**src/rtl/ifetch_stage.sv**
```systemverilog
// ifetch_stage: instruction-fetch stage of the AES-128 MIPS core.
// Holds the program counter, drives the word address into the combinational
// instruction cache and registers the returned word into the IF/ID register
// under a valid/ready handshake with decode. Supports redirect with one delay
// slot, decode-initiated flush, a one-cycle post-reset boot and a sticky
// address-fault state.
//
// Ports:
//   clk, rst        rising-edge clock, asynchronous active-high reset
//   imem_addr       word address to the cache (pc[ADDR_WIDTH+1:2])
//   imem_data       instruction word returned for imem_addr
//   id_ready        decode accepts the IF/ID contents this cycle
//   id_valid        IF/ID holds a valid instruction
//   id_instr        registered instruction
//   id_pc           byte address of id_instr
//   id_pc_plus4     id_pc + 4
//   redirect_valid  branch taken / jump resolved in decode
//   redirect_pc     redirect target byte address
//   flush           squash the IF/ID contents
//   fault           sticky address fault
//   fetch_count     instructions handed to decode (wraps)
module ifetch_stage #(
  parameter int unsigned ADDR_WIDTH = 9,
  parameter logic [31:0] RESET_PC   = 32'h0000_0000
) (
  input  logic                  clk,
  input  logic                  rst,
  output logic [ADDR_WIDTH-1:0] imem_addr,
  input  logic [31:0]           imem_data,
  input  logic                  id_ready,
  output logic                  id_valid,
  output logic [31:0]           id_instr,
  output logic [31:0]           id_pc,
  output logic [31:0]           id_pc_plus4,
  input  logic                  redirect_valid,
  input  logic [31:0]           redirect_pc,
  input  logic                  flush,
  output logic                  fault,
  output logic [31:0]           fetch_count
);

  typedef enum logic [1:0] {
    BOOT  = 2'd0,
    RUN   = 2'd1,
    FAULT = 2'd2
  } state_t;

  state_t      state, state_nxt;
  logic [31:0] pc, pc_nxt;
  logic [31:0] pc_plus4;
  logic        valid_nxt;
  logic [31:0] instr_nxt, id_pc_nxt, id_pc_plus4_nxt;
  logic        fault_nxt;
  logic [31:0] fetch_count_nxt;
  // Redirect seen while stalled: the delay slot at pc is still unfetched
  logic        pend, pend_nxt;
  logic [31:0] pend_target, pend_target_nxt;
  logic        adv;

  // Word aligned and inside the cache image
  function automatic logic is_legal(input logic [31:0] a);
    return (a[1:0] == 2'b00) && (a[31:ADDR_WIDTH+2] == '0);
  endfunction

  assign imem_addr = pc[ADDR_WIDTH+1:2];
  assign pc_plus4  = pc + 32'd4;
  assign adv       = !id_valid || id_ready;

  // Next-state and next-register values
  always_comb begin
    state_nxt       = state;
    pc_nxt          = pc;
    valid_nxt       = id_valid;
    instr_nxt       = id_instr;
    id_pc_nxt       = id_pc;
    id_pc_plus4_nxt = id_pc_plus4;
    fault_nxt       = fault;
    fetch_count_nxt = fetch_count;
    pend_nxt        = pend;
    pend_target_nxt = pend_target;

    case (state)
      BOOT: begin
        state_nxt = RUN;
      end

      RUN: begin
        if (id_valid && id_ready && !flush) begin
          fetch_count_nxt = fetch_count + 32'd1;
        end

        if (redirect_valid && !is_legal(redirect_pc)) begin
          // pc freezes at the offending target
          state_nxt = FAULT;
          fault_nxt = 1'b1;
          valid_nxt = 1'b0;
          pc_nxt    = redirect_pc;
          pend_nxt  = 1'b0;
        end else if (adv && !is_legal(pc)) begin
          state_nxt = FAULT;
          fault_nxt = 1'b1;
          valid_nxt = 1'b0;
          pend_nxt  = 1'b0;
        end else begin
          if (adv) begin
            instr_nxt       = imem_data;
            id_pc_nxt       = pc;
            id_pc_plus4_nxt = pc_plus4;
            valid_nxt       = 1'b1;
            pend_nxt        = 1'b0;
            if (redirect_valid) begin
              pc_nxt = redirect_pc;
            end else if (pend) begin
              pc_nxt = pend_target;
            end else begin
              pc_nxt = pc_plus4;
            end
          end else if (redirect_valid) begin
            // Keep pc on the delay slot; jump after it is fetched
            pend_nxt        = 1'b1;
            pend_target_nxt = redirect_pc;
          end
          if (flush) begin
            valid_nxt = 1'b0;
          end
        end
      end

      FAULT: begin
        valid_nxt = 1'b0;
        fault_nxt = 1'b1;
      end

      default: begin
        state_nxt = BOOT;
      end
    endcase
  end

  // State and pipeline registers
  always_ff @(posedge clk or posedge rst) begin
    if (rst) begin
      state       <= BOOT;
      pc          <= RESET_PC;
      id_valid    <= 1'b0;
      id_instr    <= 32'd0;
      id_pc       <= 32'd0;
      id_pc_plus4 <= 32'd0;
      fault       <= 1'b0;
      fetch_count <= 32'd0;
      pend        <= 1'b0;
      pend_target <= 32'd0;
    end else begin
      state       <= state_nxt;
      pc          <= pc_nxt;
      id_valid    <= valid_nxt;
      id_instr    <= instr_nxt;
      id_pc       <= id_pc_nxt;
      id_pc_plus4 <= id_pc_plus4_nxt;
      fault       <= fault_nxt;
      fetch_count <= fetch_count_nxt;
      pend        <= pend_nxt;
      pend_target <= pend_target_nxt;
    end
  end

endmodule

```
**config.mk**
```make
export PLATFORM = sky130hd
export DESIGN_NAME = ifetch_stage
export DESIGN_NICKNAME = d
export VERILOG_FILES = /design/src/rtl/ifetch_stage.sv
export SDC_FILE = /design/constraint.sdc
export NUM_CORES = 1
export LEC_CHECK = 0
export BUFFER_PORTS_ARGS = -buffer_cell sky130_fd_sc_hd__buf_2
export CORE_ASPECT_RATIO = 0.9
export CORE_MARGIN = 5
export CORE_UTILIZATION = 45
export DETAILED_ROUTE_END_ITERATION = 10
export GPL_TIMING_DRIVEN = 0
export PLACE_DENSITY_LB_ADDON = 0.15
export RECOVER_POWER = 50
export SYNTH_ARGS = -nofsm -noshare
export SYNTH_HDL_FRONTEND = slang
export SYNTH_SLANG_ARGS = --single-unit
```
**constraint.sdc**
```tcl
create_clock -name clk -period 16.83 [get_ports clk]
set_input_delay 2.5245 -clock clk [delete_from_list [all_inputs] [get_ports clk]]
set_output_delay 2.5245 -clock clk [all_outputs]
set_load 0.01 [all_outputs]
```
# Word level (Yosys, flattened, before mapping)
# Cells that the tools add are included.
# Widths: inputs -> output; s select.
# word_totals
register_bits,197
n_memories,0
mem_bits_rw,0
rom_bits,0
latchBits,0
out_inout_bits,139
inputBits,69
elab_cells,68
# classes
n_mux,20
shifts,0
n_reduce_logical,27
add_sub_neg,2
n_eq_ne,5
order_cmp,0
bitwise,4
n_div,0
mul,0
# ops
op,n
$mux 32,5
$logic_not 21->1,2
$add 32x1->32 const B,1
$add 32x3->32 const B,1
$mux 1,10
$reduce_and 2->1,5
$logic_and 1x1->1,6
$logic_not 2->1,3
$pmux 2 s3,1
$ne 5x5->1 const B,1
$reduce_and 5->1,1
$logic_not 1->1,4
$mux 2,2
$not 1->1,4
$pmux 1 s2,2
$reduce_and 4->1,1
$reduce_bool 2->1,2
$reduce_bool 4->1,1
$ne 3x3->1 const B,1
$reduce_and 3->1,1
$eq 2x1->1 const B,1
$eq 2x2->1 const B,1
$ne 2x2->1 const B,1
$logic_or 1x1->1,1

# Longest topological paths before layout
# logic_depth
depth_word,7
depth_mapped,8
depth_no_buf,6

# Least setup slack after synthesis
# Ideal clock, no wire load.
# synth_timing
kind,input to register
from,in redirect_pc[26]
to,reg pend_target[2]
t_arrival_ns,3.990
n_path_buf,2
setup_slack_ns,12.715
required_ns,16.705
setup_time_ns,0.125
stages,7
path_cell_list,nor4_1 -> nand4_1 -> nor2_1 -> and4_1 -> clkbuf_1 -> buf_2 -> mux2_2
# synth_via
elab_chain_len,6
# synth_lines
element,line_no,source
from (decl),36,"input logic [31:0] redirect_pc,"
$logic_not 21->1,62,return (a[1:0] == 2'b00) && (a[31:ADDR_WIDTH+2] == '0);
$logic_and 1x1->1,62,
$logic_not 1->1,92,if (redirect_valid && !is_legal(redirect_pc)) begin
$logic_and 1x1->1,92,
$not 1->1 (no source line),--,
$reduce_and 5->1 (no source line),--,
to (signal assigned),163,pend_target <= pend_target_nxt;
to (decl),57,"logic [31:0] pend_target, pend_target_nxt;"
# Every way passes these cells.
# A chain may end at the register's enable or synchronous reset.

# Worst setup path in the final report
# layout_timing
from,in redirect_pc[14]
to,reg id_instr[30]
# layout_via
elab_chain_len,6
# layout_lines
element,line_no,source
$logic_not 21->1,62,
$logic_and 1x1->1,62,
$logic_not 1->1,92,
$logic_and 1x1->1,92,
$not 1->1 (no source line),--,
$reduce_and 4->1 (no source line),--,
to (signal assigned),157,id_instr <= instr_nxt;
to (decl),32,"output logic [31:0] id_instr,"
# Every way passes these cells.

==> impl_results.md <==
- WP data arrival: 4.92 ns
- Final core utilization: 0.555
- # Post-CTS Setup Buffers: 0
- Peak supply drop: around 0.067 mV
- Core area: ~19000 µm²
- Synthesized Nets: 830
- Tcrit/Tclk final: 0.274
- Switch Pwr: just under 0.4 mW
- YS warnings: 0
- Post-DP HPWL: between 15000 and 20000 µm
- Clock network power share: 0.319
- Placed Area: ~10000 µm²
- DRC: 0
- Worst-margin pin slew: between 3 and 4 ns
- Synth Register Bits: around 200
- CTS Buffer Depth: 2
- Hold Crit Start: fault$_DFFE_PP0P_
- Crit path capture type: register
- Failing checks: capacitance limit, slew limit
- Max-slew violation count: 76
- Vias in the first global route: roughly 6600
- Slowest CP cell: nor4_1
- CP Launch Point: redirect_pc[14]
- Worst R2R Path Depth: 5
- Minimum clock period: roughly 4.6 ns
- CTS buffer count: 17
- Synth cell types: 64
- WL per Instance: 18.9 µm
- IO Pins: 208
- Comb pwr share: 0.212
- Initial antenna violation count: 1
- # resized after CTS: 0
- Setup WS post-layout: about 12 ns
- RSZ-0062 raised after global routing: false
- Internal power: ~0.82 mW
- Highest clock rate: about 0.22 GHz
- Status: complete, but fails checks
- Ys async rst share: 1.00
- Area grow syn2layout: 20.8%
- Hold buffers post-CTS: 0
- Final Hold Slack: between 0.4 and 0.5 ns
- Clock Pin Slew Worst Setup and Hold Paths: approximately 0.08 ns
- DR pass1 iterations: 5
- Die Height: between 100 and 150 µm
- Seq/Total Area, Yosys: 0.553
- Full die area: 22500 µm²
- Total Nets Final: approximately 1100
- Critical Path RT: ~17 ns
- Relative slew slack: -1.23
- Port Buffers: 206
- Worst path max stage delay: around 0.52 ns
- Final antenna-violating net count: 0
- Crit Path Max Fanout: 10
- Leak pwr: roughly 5.4 nW
- Filler Cell Count: 1744
- Post-synth top flop: dfrtp_1
- Non-filler instance count after layout: ~1200
- Worst reg2reg startpoint: state[1]$_DFFE_PP0P_
- Mapped Area: 8820 µm²
- R2r setup slk: between 10 and 15 ns
- Worst r2r dst: fetch_count[24]$_DFFE_PP0P_
- Final Hold Fails: 0
- Final Setup Violations: 0
- Largest net degree at the start of global routing: between 100 and 150
- Startpoint types: input port
- TritonCTS clock tree: done
- Clock Skews: 0.0122 ns
- Pre-CTS setup slack: ~12 ns
- Setup CP Type: in2reg
- H-tree levels: 4
- Hold EP: fault$_DFFE_PP0P_
- CTS root buf: clkbuf_16
- Overall Power: approximately 1.2 mW
- EDFF count, synth: 0
- Clock sink count: roughly 200
- All-Layer GR Usage: 0.210
- Switch share: 0.325
- Vias per cell: approximately 5.5
- First-pass GRT wire length: about 37000 µm
- Share of layout cells above drive strength 1: 0.284
- GRT Residual Overflow: 0
- DRT iter0 DRCs: just over 600
- Via count: 6832
- Max Cap Violations: 1
- Worst-path cell chain: buf_2 -> nor4_1 -> nand2_1 -> o21ai_1 -> nand3_1 -> clkbuf_1 -> mux2_2
- Routability cong.: 0.927
- Power Dens Cells: between 100 and 150 nW/µm²
- Initial core utilization: 0.459
- Final WL: around 24000 µm
- Seq pwr share: 0.469
- Avg Inst Size Synth: 11.6 µm²
- Finished Cell Area: roughly 11000 µm²
- Min-delay worst type: reg2reg
- Worst-skew pair later-pin latency: roughly 0.43 ns
- # rows: 48
- Fin Setup TNS: 0 ns
- Post-Place Cells: about 1200
- Worst Hold Path Cells: 1
- DIE WIDTH: around 160 µm
- Syn Inst Count: about 760
==> registers in the layout, summed over array words and instances (netlist names) <==
signal	cells
pend	1
id_valid	1
fault	1
id_instr	32
pc	32
state	2
pend_target	32
fetch_count	32
id_pc	32
id_pc_plus4	30
==> layout make-up <==
type / instances / area [µm²] / area share
Antenna cell: 1 / 2.50 / 0.000235
Buffer: 57 / 328 / 0.0307
Clock buffer: 19 / 443 / 0.0415
Clock inverter: 13 / 114 / 0.0107
Inverter: 13 / 50.0 / 0.00469
Multi-Input combinational cell: 494 / 3550 / 0.333
Sequential cell: 195 / 4880 / 0.458
Tap cell: 250 / 313 / 0.0293
Timing Repair Buffer: 207 / 986 / 0.0925
==> cells by family (layout without fill, tap and decap cells) <==
| logic type | count (synthesis) | in the layout | share of synthesized area |
|---|---|---|---|
| fa+ha+maj | 2 | 2 | 0.00284 |
| xor+xnor | 44 | 44 | 0.0437 |
| other cells | 0 | 1 | 0 |
| flops | 195 | 195 | 0.553 |
| mux | 65 | 65 | 0.0939 |
| simple gates | 280 | 280 | 0.181 |
| compound gates | 103 | 103 | 0.0827 |
| buf+inv | 70 | 309 | 0.0427 |
==> worst max-delay path, delay by kind of cell <==
family          cells  cell delay, ns
simple gates        3            0.99
buf+inv             2            0.52
compound gates      1            0.50
mux                 1            0.38
==> cell usage in the layout, fill, tap and decap left out, drive strengths merged, types with 2 or more instances in the layout <==
| cell | n |
|---|---|
| clkbuf | 103 |
| dfrtp | 195 |
| a21oi | 14 |
| a22o | 3 |
| clkinv | 6 |
| o21a | 6 |
| o211ai | 12 |
| mux2i | 4 |
| ha | 2 |
| nand4 | 23 |
| a32oi | 2 |
| clkinvlp | 4 |
| or3 | 3 |
| nor2b | 24 |
| and4 | 7 |
| xnor2 | 24 |
| o21ai | 13 |
| o22ai | 2 |
| nor3 | 28 |
| a21boi | 2 |
| o221ai | 2 |
| a31oi | 17 |
| xor2 | 20 |
| nor2 | 31 |
| nor4 | 18 |
| nand3 | 22 |
| buf | 180 |
| inv | 16 |
| a22oi | 3 |
| o31ai | 3 |
| mux2 | 61 |
| a311oi | 2 |
| nand2 | 47 |
| nand2b | 13 |
| and2 | 49 |
| o311ai | 3 |
| a32o | 4 |
| and3 | 11 |
| a2bb2oi | 5 |
==> how the worst max path moves through the flow <==
stage                                             end  cells past startpoint
after floorplan                     fault$_DFFE_PP0P_                      1
after detailed placement     id_instr[30]$_DFFE_PP0P_                      7
after global routing      fetch_count[21]$_DFFE_PP0P_                      2
after CTS                    id_instr[30]$_DFFE_PP0P_                      7
final                        id_instr[30]$_DFFE_PP0P_                      7
after global placement    pend_target[24]$_DFFE_PP0P_                      2
==> synthesized netlist by cell type, drive strengths merged (4+ instances only) <==
cell | number | area, µm²
o21a | 6 | 45.0
nand3 | 22 | 115
nand4 | 23 | 156
o211ai | 12 | 90.1
xnor2 | 24 | 210
clkbuf | 26 | 98.8
inv | 11 | 41.3
a32o | 4 | 40.0
a21oi | 14 | 70.1
mux2 | 61 | 788
nand2b | 13 | 81.3
mux2i | 4 | 40.0
xor2 | 20 | 175
buf | 31 | 229
nor2b | 24 | 150
nor3 | 28 | 145
a2bb2oi | 5 | 43.8
o21ai | 13 | 65.1
and4 | 7 | 61.3
nor2 | 31 | 116
a31oi | 17 | 106
nor4 | 18 | 170
and2 | 49 | 307
and3 | 11 | 68.8
dfrtp | 195 | 4880
nand2 | 47 | 176
==> power by group through the flow <==
stage | sequential [mW] | clock (mW) | combinational [mW]
after global routing | 0.577 | 0.417 | 0.284
after CTS | 0.569 | 0.398 | 0.259
after detailed placement | 0.577 | 0 | 0.258
after global placement | 0.577 | 0 | 0.253
after floorplan | 0.563 | 0 | 0.186
final | 0.571 | 0.389 | 0.258
==> layer usage <==
metal  part of all wire  global-route usage  up-vias  wire length, µm
met5                  0                   0        -                0
met4              0.013              0.0566        0              308
met3              0.088              0.0518       33             2070
met2               0.45               0.316      342            10600
met1               0.45               0.307     3314            10600
li1                   -                   -     3143                -
Note: power is estimated with default switching activity, not from simulation.
